==> config.mk <==
export PLATFORM = sky130hd
export DESIGN_NAME = adc_scan_sequencer
export DESIGN_NICKNAME = d
export VERILOG_FILES = /design/src/rtl/adc_scan_sequencer_pkg.sv /design/src/rtl/rr_arbiter.sv /design/src/rtl/adc_scan_sequencer.sv
export SDC_FILE = /design/constraint.sdc
export NUM_CORES = 1
export LEC_CHECK = 0
export ABC_CLOCK_PERIOD_IN_PS = 2800
export BUFFER_PORTS_ARGS = -buffer_cell sky130_fd_sc_hd__buf_2
export CORE_UTILIZATION = 30
export CTS_CLUSTER_SIZE = 30
export DETAILED_ROUTE_END_ITERATION = 8
export GPL_TIMING_DRIVEN = 0
export PLACE_DENSITY = 0.44
export SYNTH_ARGS = -nofsm -noshare
export SYNTH_HDL_FRONTEND = slang
export SYNTH_SLANG_ARGS = --single-unit
==> constraint.sdc <==
create_clock -name clk -period 2.8 [get_ports clk]
set_clock_uncertainty 0.05 [all_clocks]
set_input_delay 0.14 -clock clk [delete_from_list [all_inputs] [get_ports clk]]
set_output_delay 0.14 -clock clk [all_outputs]
set_load 0.05 [all_outputs]
==> src/rtl/adc_scan_sequencer_pkg.sv <==
// rtl/adc_scan_sequencer_pkg.sv - shared FSM encodings, counter width and width helper
package adc_scan_sequencer_pkg;

  localparam int CNT_W = 8;

  typedef enum logic [2:0] {
    ST_IDLE   = 3'd0,
    ST_SETTLE = 3'd1,
    ST_SAMPLE = 3'd2,
    ST_WAIT   = 3'd3,
    ST_HOLD   = 3'd4
  } state_e;

  // Channel-select ports stay at least one bit wide even for a single channel.
  function automatic int sel_width(input int n);
    return (n > 1) ? $clog2(n) : 1;
  endfunction

endpackage

==> src/rtl/rr_arbiter.sv <==
// rtl/rr_arbiter.sv - combinational round-robin arbiter: lowest requester at or after ptr wins
module rr_arbiter #(
  parameter int N_CH = 4,
  parameter int SW   = 2
) (
  input  logic [N_CH-1:0] req,
  input  logic [SW-1:0]   ptr,
  output logic [N_CH-1:0] grant,
  output logic [SW-1:0]   grant_idx,
  output logic            grant_any
);

  logic [N_CH-1:0] req_rot;
  logic [SW-1:0]   offset;
  logic [SW:0]     sum;

  always_comb begin
    // Rotate so the pointer channel lands at bit 0; the first set bit is the winner's offset.
    req_rot   = N_CH'({req, req} >> ptr);
    offset    = '0;
    grant_any = 1'b0;
    for (int i = N_CH - 1; i >= 0; i--) begin
      if (req_rot[i]) begin
        offset    = SW'(i);
        grant_any = 1'b1;
      end
    end
    sum = {1'b0, ptr} + {1'b0, offset};
    if (sum >= (SW + 1)'(N_CH)) begin
      sum = sum - (SW + 1)'(N_CH);
    end
    grant_idx = sum[SW-1:0];
    grant     = grant_any ? (N_CH'(1) << grant_idx) : '0;
  end

endmodule

==> src/rtl/adc_scan_sequencer.sv <==
// rtl/adc_scan_sequencer.sv - round-robin scan of N_CH requesters through one shared mux + SAR ADC
module adc_scan_sequencer
  import adc_scan_sequencer_pkg::*;
#(
  parameter int BITS   = 4,
  parameter int N_CH   = 4,
  parameter int SETTLE = 2,
  parameter int TD     = 1,
  localparam int SW    = sel_width(N_CH)
) (
  input  logic            clk,
  input  logic            rst,
  input  logic [N_CH-1:0] req,
  output logic [N_CH-1:0] ack,
  output logic [SW-1:0]   mux_sel,
  output logic            adc_clk,
  input  logic [BITS-1:0] adc_dout,
  output logic            res_valid,
  input  logic            res_ready,
  output logic [BITS-1:0] res_data,
  output logic [SW-1:0]   res_ch,
  output logic            busy
);

  localparam logic [CNT_W-1:0] SETTLE_LAST = CNT_W'((SETTLE > 0) ? SETTLE - 1 : 0);
  localparam logic [CNT_W-1:0] TD_LAST     = CNT_W'(TD);

  state_e            state_q, state_d;
  logic [CNT_W-1:0]  cnt_q, cnt_d;
  logic [SW-1:0]     ptr_q, ptr_d;
  logic [SW-1:0]     mux_sel_q, mux_sel_d;
  logic [N_CH-1:0]   ack_q, ack_d;
  logic              adc_clk_q, adc_clk_d;
  logic              res_valid_q, res_valid_d;
  logic [BITS-1:0]   res_data_q, res_data_d;
  logic [SW-1:0]     res_ch_q, res_ch_d;
  logic              busy_q, busy_d;

  logic [N_CH-1:0]   gnt;
  logic [SW-1:0]     gnt_idx;
  logic              gnt_any;
  logic [SW:0]       ptr_inc;

  rr_arbiter #(.N_CH(N_CH), .SW(SW)) u_arb (
    .req       (req),
    .ptr       (ptr_q),
    .grant     (gnt),
    .grant_idx (gnt_idx),
    .grant_any (gnt_any)
  );

  assign ptr_inc = {1'b0, gnt_idx} + (SW + 1)'(1);

  always_comb begin
    state_d     = state_q;
    cnt_d       = cnt_q;
    ptr_d       = ptr_q;
    mux_sel_d   = mux_sel_q;
    ack_d       = '0;
    adc_clk_d   = 1'b0;
    res_valid_d = res_valid_q;
    res_data_d  = res_data_q;
    res_ch_d    = res_ch_q;
    case (state_q)
      ST_IDLE: begin
        if (gnt_any) begin
          mux_sel_d = gnt_idx;
          ack_d     = gnt;
          ptr_d     = (ptr_inc == (SW + 1)'(N_CH)) ? '0 : ptr_inc[SW-1:0];
          cnt_d     = '0;
          state_d   = (SETTLE == 0) ? ST_SAMPLE : ST_SETTLE;
        end
      end
      ST_SETTLE: begin
        if (cnt_q == SETTLE_LAST) begin
          cnt_d   = '0;
          state_d = ST_SAMPLE;
        end else begin
          cnt_d = cnt_q + 8'd1;
        end
      end
      ST_SAMPLE: begin
        adc_clk_d = 1'b1;
        cnt_d     = '0;
        state_d   = ST_WAIT;
      end
      ST_WAIT: begin
        // TD+1 cycles are counted after the cycle in which the sample pulse is high.
        if (!adc_clk_q) begin
          if (cnt_q == TD_LAST) begin
            res_data_d  = adc_dout;
            res_ch_d    = mux_sel_q;
            res_valid_d = 1'b1;
            state_d     = ST_HOLD;
          end else begin
            cnt_d = cnt_q + 8'd1;
          end
        end
      end
      ST_HOLD: begin
        if (res_ready) begin
          res_valid_d = 1'b0;
          state_d     = ST_IDLE;
        end
      end
      default: state_d = ST_IDLE;
    endcase
    busy_d = (state_d != ST_IDLE);
  end

  always_ff @(posedge clk) begin
    if (rst) begin
      state_q     <= ST_IDLE;
      cnt_q       <= '0;
      ptr_q       <= '0;
      mux_sel_q   <= '0;
      ack_q       <= '0;
      adc_clk_q   <= 1'b0;
      res_valid_q <= 1'b0;
      res_data_q  <= '0;
      res_ch_q    <= '0;
      busy_q      <= 1'b0;
    end else begin
      state_q     <= state_d;
      cnt_q       <= cnt_d;
      ptr_q       <= ptr_d;
      mux_sel_q   <= mux_sel_d;
      ack_q       <= ack_d;
      adc_clk_q   <= adc_clk_d;
      res_valid_q <= res_valid_d;
      res_data_q  <= res_data_d;
      res_ch_q    <= res_ch_d;
      busy_q      <= busy_d;
    end
  end

  assign ack       = ack_q;
  assign mux_sel   = mux_sel_q;
  assign adc_clk   = adc_clk_q;
  assign res_valid = res_valid_q;
  assign res_data  = res_data_q;
  assign res_ch    = res_ch_q;
  assign busy      = busy_q;

endmodule

==> impl_metrics.json, run 1 <==
{
  "dr.first_iter.drc_count": 46,
  "synth_cell_types": 44,
  "vias": 1174,
  "synthTopCellsByArea": "dfxtp_1 (39%), nor2_1 (6.6%), mux2i_1 (4.2%)",
  "clkTransAtPathRegs_ns": 0.09,
  "overflow": 0,
  "critical_path_required_ns": 2.91,
  "end_kind": "register",
  "slew_headroom": 0.6555,
  "critPathBufInv": 1,
  "rows": 24,
  "design_area_um2": 1647,
  "ios": 26,
  "start_kind": "register",
  "r2r_start": "ptr_q[0]",
  "clock_sinks": 28,
  "post_cts_buffers": 0,
  "dieHeight_um": 70.93,
  "setup_tns_ns": 0,
  "fin_nets": 198,
  "totalPowerFinal_mw": 1.036,
  "num-fill-cells": 472,
  "outcome": "completed",
  "grt_pass1_wl_um": 5161,
  "core_area_um2": 4474,
  "combPwrFrac": 0.352,
  "cts_hold_buf": 0,
  "fin_ws_ns": 0.3245,
  "cts.repair.resized": 0,
  "cts_tree": "yes",
  "cpMaxStageDelayCell": "or4_1",
  "worst_pin_slew_ns": 0.5096,
  "synth_edf_count": 0,
  "holdCritStartpoint": "adc_dout[3]",
  "ys_async_sr_fraction": 0,
  "setup_viol": 0,
  "regArea_um2": 560.5,
  "syn_area_um2": 1425,
  "grt_max_degree": 15,
  "synth_ff_type": "dfxtp_1",
  "die_area_um2": 5030,
  "grt_pass1_vias": 1154,
  "crit_path_start": "ptr_q[0]",
  "numPortBuffers": 23,
  "clkLatencyLatePin_ns": 0.27,
  "h-tree-depth": 1,
  "initial_core_util": 0.3185,
  "cts_buffers": 3,
  "dp_slack_ns": 0.3209,
  "ys_seq_elements": 28,
  "synth_nets": 170,
  "finalWeightedCongestion": 0.7994,
  "min_to": "res_data[3]",
  "cts-root-buf": "clkbuf_8",
  "antenna_found_initial": 0,
  "antenna_cells": 0,
  "final_antenna_net_count": 0,
  "die_w_um": 70.93,
  "cpPeakStageDelay_ns": 0.52,
  "postSynthCellCount": 156,
  "timing.rr.end": "ptr_q[1]",
  "hold_depth": 3,
  "syn_area_per_cell_um2": 9.135,
  "final-hold-violation-count": 0,
  "cap_violations": 0,
  "clkPwrFrac": 0.205,
  "grt_usage": 0.1269,
  "power.leakage_nw": 0.7245,
  "period_minus_slack_ns": 2.475,
  "crit_fanout": 9,
  "wl_per_cell_um": 12.38,
  "critPathKind": "reg2reg",
  "seq_power_share": 0.443,
  "avgViaCountPerCell": 5.017,
  "path_cells": "buf_2 -> or4_1 -> nand3_1 -> ha_1 -> xor2_1 -> and4_1 -> o21ai_2 -> mux2_4",
  "multi_input_area_um2": 810.8,
  "min_path_type": "in2reg",
  "ir_drop_mv": 0.3196,
  "drv_slew": 0,
  "cp.depth": 8,
  "p_int_mw": 0.6648,
  "p_sw_mw": 0.3709,
  "placed_area_um2": 1605,
  "post-route-period-util": 0.8841,
  "ys_seq_area_frac": 0.3933,
  "power_density_nw_per_um2": 629.0,
  "drive_gt1_frac": 0.2527,
  "yosysTopAreaCell": "dfxtp_1",
  "rr_worst_depth": 8,
  "path_delay_family": "simple AND/OR/NAND/NOR gates",
  "r2r_slack_ns": 0.32,
  "wirelength_um": 2898,
  "p_sw_frac": 0.3582,
  "dr.pass1.iters": 6,
  "clk_path_buf_depth": 2,
  "yosys_warnings": 0,
  "fmax_ghz": 0.4040,
  "arrival_ns": 2.59,
  "rsz0062_at_grt": "no",
  "dp_hpwl_um": 2214,
  "post-route-drc-count": 0,
  "yosysTopAreaCellShare": 0.3933,
  "area_delta_synth_final_pct": 15.54
}
worst register-to-register path, stage by stage, from the launching register on:
cell     delay (ns)
dfxtp_1        0.33
buf_2          0.17
or4_1          0.52
nand3_1        0.10
ha_1           0.32
xor2_1         0.22
and4_1         0.22
o21ai_2        0.13
mux2_4         0.31
cells in the final DEF (no fill, tap or decap), drive strengths merged, types with 2 or more instances in the layout:
cell type,n
nor4,5
clkbuf,5
nor3,2
dfxtp,28
o21ai,5
nor2b,2
nor4b,4
xnor2,4
nand3b,3
mux2i,6
xor2,6
a31oi,2
or4,2
and3,3
inv,4
ha,3
nand2,12
nor2,25
a21oi,5
nand4,2
o21a,2
nand3,8
o211ai,2
a211oi,5
buf,29
logic make-up (layout without fill, tap and decap cells):
kind of cell | count (synthesis) | after routing | share of synthesized area
simple gates | 71 | 71 | 0.2959
flops | 28 | 28 | 0.3933
compound gates | 25 | 25 | 0.1273
buf+inv | 12 | 38 | 0.03774
xor+xnor | 10 | 10 | 0.06673
mux | 7 | 7 | 0.05268
fa+ha+maj | 3 | 3 | 0.02634
worst max-delay path by stage:
| stage | end | slack, ns |
|---|---|---|
| 2_1_floorplan | ptr_q[1] | 0.47 |
| 3_3_place_gp | ptr_q[1] | 0.35 |
| 3_5_place_dp | ptr_q[1] | 0.32 |
| 4_1_cts | ptr_q[1] | 0.30 |
| 5_1_grt | ptr_q[1] | 0.09 |
| 6_report | ptr_q[1] | 0.32 |
synth_stat cells (all sizes together), types with 2 or more instances:
cell	number
xnor2	4
o211ai	2
nand3	8
ha	3
inv	4
a21oi	5
clkbuf	2
dfxtp	28
xor2	6
nor2b	2
a211oi	5
nand4	2
nor4b	4
nor3	2
nand2	12
nor4	5
nor2	25
buf	6
o21a	2
a31oi	2
nand3b	3
or4	2
mux2i	6
and3	3
o21ai	5
per-layer routing:
metal / GRT usage / vias to the layer above / wire (um)
met5: 0 / - / 0
met4: 0.01333 / 0 / 13
met3: 0.02991 / 2 / 57
met2: 0.2350 / 11 / 1480
met1: 0.1538 / 554 / 1347
li1: - / 607 / -
cell type report:
type / instances / share of cell area
Multi-Input combinational cell: 116 / 0.4924
Sequential cell: 28 / 0.3404
Timing Repair Buffer: 23 / 0.06991
Tap cell: 52 / 0.03951
Clock buffer: 3 / 0.02508
Buffer: 8 / 0.02356
Inverter: 4 / 0.009119
flip-flops by register name, summed over array words and instances, names as in the netlist, 2 cells and up:
name	cells
ack	4
mux_sel	2
ptr_q	2
res_data	4
cnt_q	8
state_q	3
res_ch	2
power groups by stage:
stage                     sequential (mW)  clock (mW)  combinational [mW]
after floorplan                     0.549           0               0.213
after global placement              0.466           0               0.362
after detailed placement            0.470           0               0.365
after CTS                           0.460       0.225               0.368
after global routing                0.466       0.242               0.405
final                               0.459       0.212               0.365
per-stage QoR:
step	hold WS [ns]	cells	util
floorplan	0.2339	156	-
global placement	0.3219	231	0.3588
detailed placement	0.3345	231	0.3588
CTS	0.05073	234	0.3680
global route	0.05238	234	0.3680
finish	0.05845	234	0.3680
Power figures use the tool's default switching activity.
==> run 2, diff against run 1 <==
--- a/config.mk
+++ b/config.mk
@@ -7,6 +7,7 @@
 export LEC_CHECK = 0
 export ABC_CLOCK_PERIOD_IN_PS = 2800
 export BUFFER_PORTS_ARGS = -buffer_cell sky130_fd_sc_hd__buf_2
+export CORE_ASPECT_RATIO = 1.75
 export CORE_UTILIZATION = 30
 export CTS_CLUSTER_SIZE = 30
 export DETAILED_ROUTE_END_ITERATION = 8
==> run 2 against run 1 <==
  * Total power grew 11%
  * Non-clock buffer count unchanged
  * Critical endpoint unchanged
  * Sequential power hardly changed
  * Final cell count is the same
  * Setup slack worse by 0.076 ns
  * Via count up 1.1%
  * Register-to-register slack got worse by 0.08 ns
  * Largest cell class unchanged
  * Core utilization is 0.56 points higher
  * Cell area is 1.7% higher
==> impl_metrics.json, run 2 (synthesized netlist as in run 1, its figures left out) <==
{
  "dr.pass1.iters": 4,
  "hold_slack_ns": 0.04036,
  "cts_tree": "yes",
  "vias": 1187,
  "layout.cells.most_common": "buf_2",
  "dieHeight_um": 93.18,
  "critPathKind": "reg2reg",
  "start_kind": "register",
  "post-route-period-util": 0.9113,
  "holdCritStartpoint": "adc_dout[2]",
  "drv_slew": 0,
  "post_cts_buffers": 0,
  "wl_per_cell_um": 13.12,
  "antenna_cells": 0,
  "antenna_found_initial": 0,
  "dr.first_iter.drc_count": 18,
  "placed_cells": 230,
  "period_minus_slack_ns": 2.552,
  "wirelength_um": 3070,
  "clock_sinks": 28,
  "r2r_slack_ns": 0.25,
  "num-fill-cells": 468,
  "final_antenna_net_count": 0,
  "arrival_ns": 2.68,
  "initial_core_util": 0.3178,
  "overflow": 0,
  "h-tree-depth": 1,
  "worst_pin_slew_ns": 0.4935,
  "drive_gt1_frac": 0.2568,
  "finalWeightedCongestion": 0.8159,
  "r2r_start": "ptr_q[0]",
  "critical_path_required_ns": 2.93,
  "clk_path_buf_depth": 2,
  "final_cell_mix": "buf_2 (29), dfxtp_1 (28), nor2_1 (25), nand2_1 (12), nand3_1 (7)",
  "cap_violations": 0,
  "crit_fanout": 9,
  "grt_usage": 0.1320,
  "placed_area_um2": 1604,
  "timing.rr.end": "ptr_q[1]",
  "clkLatencyLatePin_ns": 0.28,
  "cts_buffers": 3,
  "largest_reg_flops": 8,
  "power_density_nw_per_um2": 686.8,
  "cts.repair.resized": 0,
  "cts_hold_buf": 0,
  "stdcell_count": 234,
  "multi_input_area_um2": 810.8,
  "die_area_um2": 5041,
  "fin_nets": 198,
  "power.leakage_nw": 0.7386,
  "avgViaCountPerCell": 5.073,
  "setup_tns_ns": 0,
  "outcome": "completed",
  "clkTransAtPathRegs_ns": 0.10,
  "numPortBuffers": 23,
  "die_w_um": 54.10,
  "min_to": "res_data[2]",
  "slew_headroom": 0.6664,
  "setup_viol": 0,
  "final-hold-violation-count": 0,
  "ios": 26,
  "rsz0062_at_grt": "no",
  "top_register": "cnt_q",
  "end_kind": "register",
  "grt_pass1_vias": 1113,
  "rows": 32,
  "grt_max_degree": 17,
  "core_area_um2": 4484,
  "area_delta_synth_final_pct": 17.56,
  "design_area_um2": 1675,
  "hold_depth": 3,
  "grt_pass1_wl_um": 4892,
  "min_path_type": "in2reg",
  "fmax_ghz": 0.3919,
  "rr_worst_depth": 11,
  "post-route-drc-count": 0,
  "regArea_um2": 560.5,
  "cts-root-buf": "clkbuf_8",
  "ir_drop_mv": 0.2812,
  "dp_hpwl_um": 2360
}
-- run 2: worst max-delay path by stage --
stage,from,to,slack [ns],cells after the start
after floorplan,ptr_q[0],ptr_q[1],0.47,8
after global placement,ptr_q[0],ptr_q[1],0.27,8
after detailed placement,ptr_q[0],ptr_q[1],0.26,11
after CTS,ptr_q[0],ptr_q[1],0.23,11
after global routing,ptr_q[0],ptr_q[1],0.05,11
final,ptr_q[0],ptr_q[1],0.25,11
-- run 2: per-layer routing --
layer	share of wire	track usage	routed length, um	up-vias
met5	0	0	0	-
met4	0.016	0.06410	49	0
met3	0.030	0.01789	91	4
met2	0.54	0.2315	1648	22
met1	0.42	0.1476	1281	556
li1	-	-	-	605
-- run 2: metrics by stage --
step | utilization | power (mW) | setup WS, ns
2_1_floorplan | - | 0.7623 | 0.4741
3_3_place_gp | 0.3577 | 0.8368 | 0.2694
3_5_place_dp | 0.3577 | 0.8414 | 0.2558
4_1_cts | 0.3736 | 1.169 | 0.2252
5_1_grt | 0.3736 | 1.213 | 0.04593
6_report | 0.3736 | 1.151 | 0.2483
-- run 2: final cells by class --
| class | instances | share of cell area |
|---|---|---|
| buffer | 8 | 0.02315 |
| clock buffer | 3 | 0.02465 |
| clock inverter | 1 | 0.01792 |
| inverter | 4 | 0.008962 |
| multi-input combinational | 116 | 0.4839 |
| sequential | 28 | 0.3346 |
| tap | 51 | 0.03809 |
| timing repair buffer | 23 | 0.06871 |
-- run 2: critical path, stage by stage (launching register included) --
cell     delay, ns
dfxtp_1       0.34
buf_2         0.20
nor2_1        0.09
nand2_1       0.07
o21ai_0       0.08
o21ai_0       0.18
nand3_1       0.13
ha_1          0.41
xor2_1        0.21
and4_1        0.22
o21ai_2       0.17
mux2_4        0.31
-- run 2: power by group --
group / leakage (nW) / switching, mW / internal (mW) / total (mW)
logic: 0.475 / 0.235 / 0.134 / 0.370
registers: 0.228 / 0.0245 / 0.434 / 0.459
clock network: 0.0357 / 0.131 / 0.192 / 0.322
==> run 3, diff against run 2 <==
--- a/config.mk
+++ b/config.mk
@@ -5,14 +5,14 @@
 export SDC_FILE = /design/constraint.sdc
 export NUM_CORES = 1
 export LEC_CHECK = 0
-export ABC_CLOCK_PERIOD_IN_PS = 2800
+export ABC_CLOCK_PERIOD_IN_PS = 2180
 export BUFFER_PORTS_ARGS = -buffer_cell sky130_fd_sc_hd__buf_2
 export CORE_ASPECT_RATIO = 1.75
 export CORE_UTILIZATION = 30
 export CTS_CLUSTER_SIZE = 30
 export DETAILED_ROUTE_END_ITERATION = 8
 export GPL_TIMING_DRIVEN = 0
-export PLACE_DENSITY = 0.44
+export PLACE_DENSITY = 0.46
 export SYNTH_ARGS = -nofsm -noshare
 export SYNTH_HDL_FRONTEND = slang
 export SYNTH_SLANG_ARGS = --single-unit
==> constraint.sdc (replaced) <==
create_clock -name clk -period 2.18 [get_ports clk]
set_clock_uncertainty 0.05 [all_clocks]
set_input_delay 0.109 -clock clk [delete_from_list [all_inputs] [get_ports clk]]
set_output_delay 0.109 -clock clk [all_outputs]
set_load 0.05 [all_outputs]
==> run 3 against run 2 <==
  * First-iteration DRC count increased by 100%
  * Fmax rose by 19%
  * Clock power is 28% higher
  * Hold slack got worse by 0.032 ns
  * Combinational power is 54% higher
  * Routed wire length shrank 1.9%
  * Final cell count up 2.1%
  * Sequential cell count unchanged
  * Count of clock-buffer cells in the layout unchanged
  * Critical endpoint unchanged
==> impl_metrics.json, run 3 (synthesized netlist as in run 1, its figures left out) <==
{
  "grt_pass1_wl_um": 5078,
  "wirelength_um": 3013,
  "ir_drop_mv": 0.4716,
  "start_kind": "register",
  "clkTransAtPathRegs_ns": 0.10,
  "largest_reg_flops": 8,
  "min_to": "res_data[1]",
  "r2r_start": "ptr_q[0]",
  "clk_path_buf_depth": 2,
  "wl_met3_um": 92,
  "layout.cells.most_common": "buf_2",
  "outcome": "completed",
  "slew_headroom": 0.6543,
  "initial_core_util": 0.3178,
  "clkLatencyLatePin_ns": 0.28,
  "drive_gt1_frac": 0.3138,
  "min_path_type": "in2reg",
  "rsz0062_at_grt": "yes",
  "totalPowerFinal_mw": 1.573,
  "placed_cells": 230,
  "wl_met2_um": 1615,
  "fin_nets": 203,
  "fmax_ghz": 0.4658,
  "final_cell_mix": "buf_2 (28), dfxtp_1 (27), nor2_1 (24), nand2_1 (12)",
  "power_density_nw_per_um2": 889.8,
  "top_register": "cnt_q",
  "critPathKind": "reg2reg",
  "area_delta_synth_final_pct": 24.06,
  "final_antenna_net_count": 0,
  "cts_buffers": 3,
  "die_w_um": 54.10,
  "rr_worst_depth": 8,
  "core_area_um2": 4484,
  "timing.rr.end": "ptr_q[1]",
  "antenna_found_initial": 0,
  "dieHeight_um": 93.18,
  "worst_pin_slew_ns": 0.5114,
  "rows": 32,
  "critical_path_required_ns": 2.31,
  "post-route-drc-count": 0,
  "period_minus_slack_ns": 2.147,
  "avgViaCountPerCell": 5.134,
  "cts_tree": "yes",
  "holdCritStartpoint": "adc_dout[1]",
  "hold_depth": 3,
  "grt_usage": 0.1355,
  "final-hold-violation-count": 0,
  "dr.first_iter.drc_count": 36,
  "numPortBuffers": 23,
  "setup_viol": 0,
  "stdcell_count": 239,
  "wl_per_cell_um": 12.61,
  "dr.pass1.iters": 4,
  "dp_hpwl_um": 2299,
  "h-tree-depth": 1,
  "clock_sinks": 28,
  "vias": 1227,
  "wl_met1_um": 1241,
  "arrival_ns": 2.28,
  "r2r_slack_ns": 0.03,
  "crit_fanout": 7,
  "post-route-period-util": 0.9847,
  "fin_util": 0.3943,
  "overflow": 0,
  "ios": 26,
  "grt_pass1_vias": 1170,
  "antenna_cells": 0,
  "die_area_um2": 5041,
  "cap_violations": 0,
  "end_kind": "register",
  "power.leakage_nw": 0.7743,
  "finalWeightedCongestion": 0.8395,
  "grt_max_degree": 17,
  "drv_slew": 0,
  "cts-root-buf": "clkbuf_8",
  "highest_layer": "met4"
}
[run 3: layout make-up]
class / count / area (um2)
Inverter: 4 / 15.01
Sequential cell: 28 / 561.8
Clock buffer: 3 / 41.29
Timing Repair Buffer: 28 / 152.6
Multi-Input combinational cell: 116 / 858.3
Tap cell: 51 / 63.81
Clock inverter: 1 / 30.03
Buffer: 8 / 45.04
Fill cell: 478 / 2716
[run 3: worst max-delay path, cell delays in order, from the launching register on]
cell,delay [ns]
dfxtp_2,0.33
buf_6,0.13
or4_4,0.42
nand3_4,0.10
ha_4,0.21
xor2_2,0.14
and4_1,0.21
o21ai_2,0.15
mux2_4,0.31
[run 3: layer usage]
metal | GRT usage | up-vias
met5 | 0 | -
met4 | 0.06838 | 0
met3 | 0.02114 | 6
met2 | 0.2428 | 21
met1 | 0.1434 | 585
li1 | - | 615
[run 3: power breakdown]
| group | switching, mW | leakage (nW) | total (mW) | internal [mW] |
|---|---|---|---|---|
| Sequential | 0.0331 | 0.228 | 0.592 | 0.559 |
| Clock | 0.166 | 0.0357 | 0.413 | 0.246 |
| Combinational | 0.330 | 0.510 | 0.569 | 0.239 |
[run 3: how the worst max path moves through the flow]
| stage | from | endpoint | slack (ns) | depth (start not counted) |
|---|---|---|---|---|
| 2_1_floorplan | ptr_q[0] | ptr_q[1] | 0.03 | 8 |
| 3_3_place_gp | ptr_q[0] | ptr_q[1] | -0.12 | 11 |
| 3_5_place_dp | ptr_q[0] | ptr_q[1] | -0.14 | 11 |
| 4_1_cts | ptr_q[0] | ptr_q[1] | -0.01 | 11 |
| 5_1_grt | ptr_q[0] | ptr_q[1] | -0.02 | 8 |
| 6_report | ptr_q[0] | ptr_q[1] | 0.03 | 8 |
[run 3: metrics by stage]
step                setup WS, ns  hold slack, ns  setup TNS [ns]  cell area, um2
global route            -0.02215         0.03944        -0.02215            1768
global placement         -0.1153          0.2899         -0.1153            1624
floorplan                0.02599          0.2029               0            1445
finish                   0.03333        0.008715               0            1768
CTS                     -0.01282        0.008997        -0.01282            1764
detailed placement       -0.1421          0.3034         -0.1421            1624
[run 3: what timing repair did]
item,in CTS,in global routing
setup endpoints to repair,1,1
setup buffers,5,0
pin swaps,6,3
hold buffers,0,0
endpoints found under the hold margin,0,0
gates resized for setup,8,1
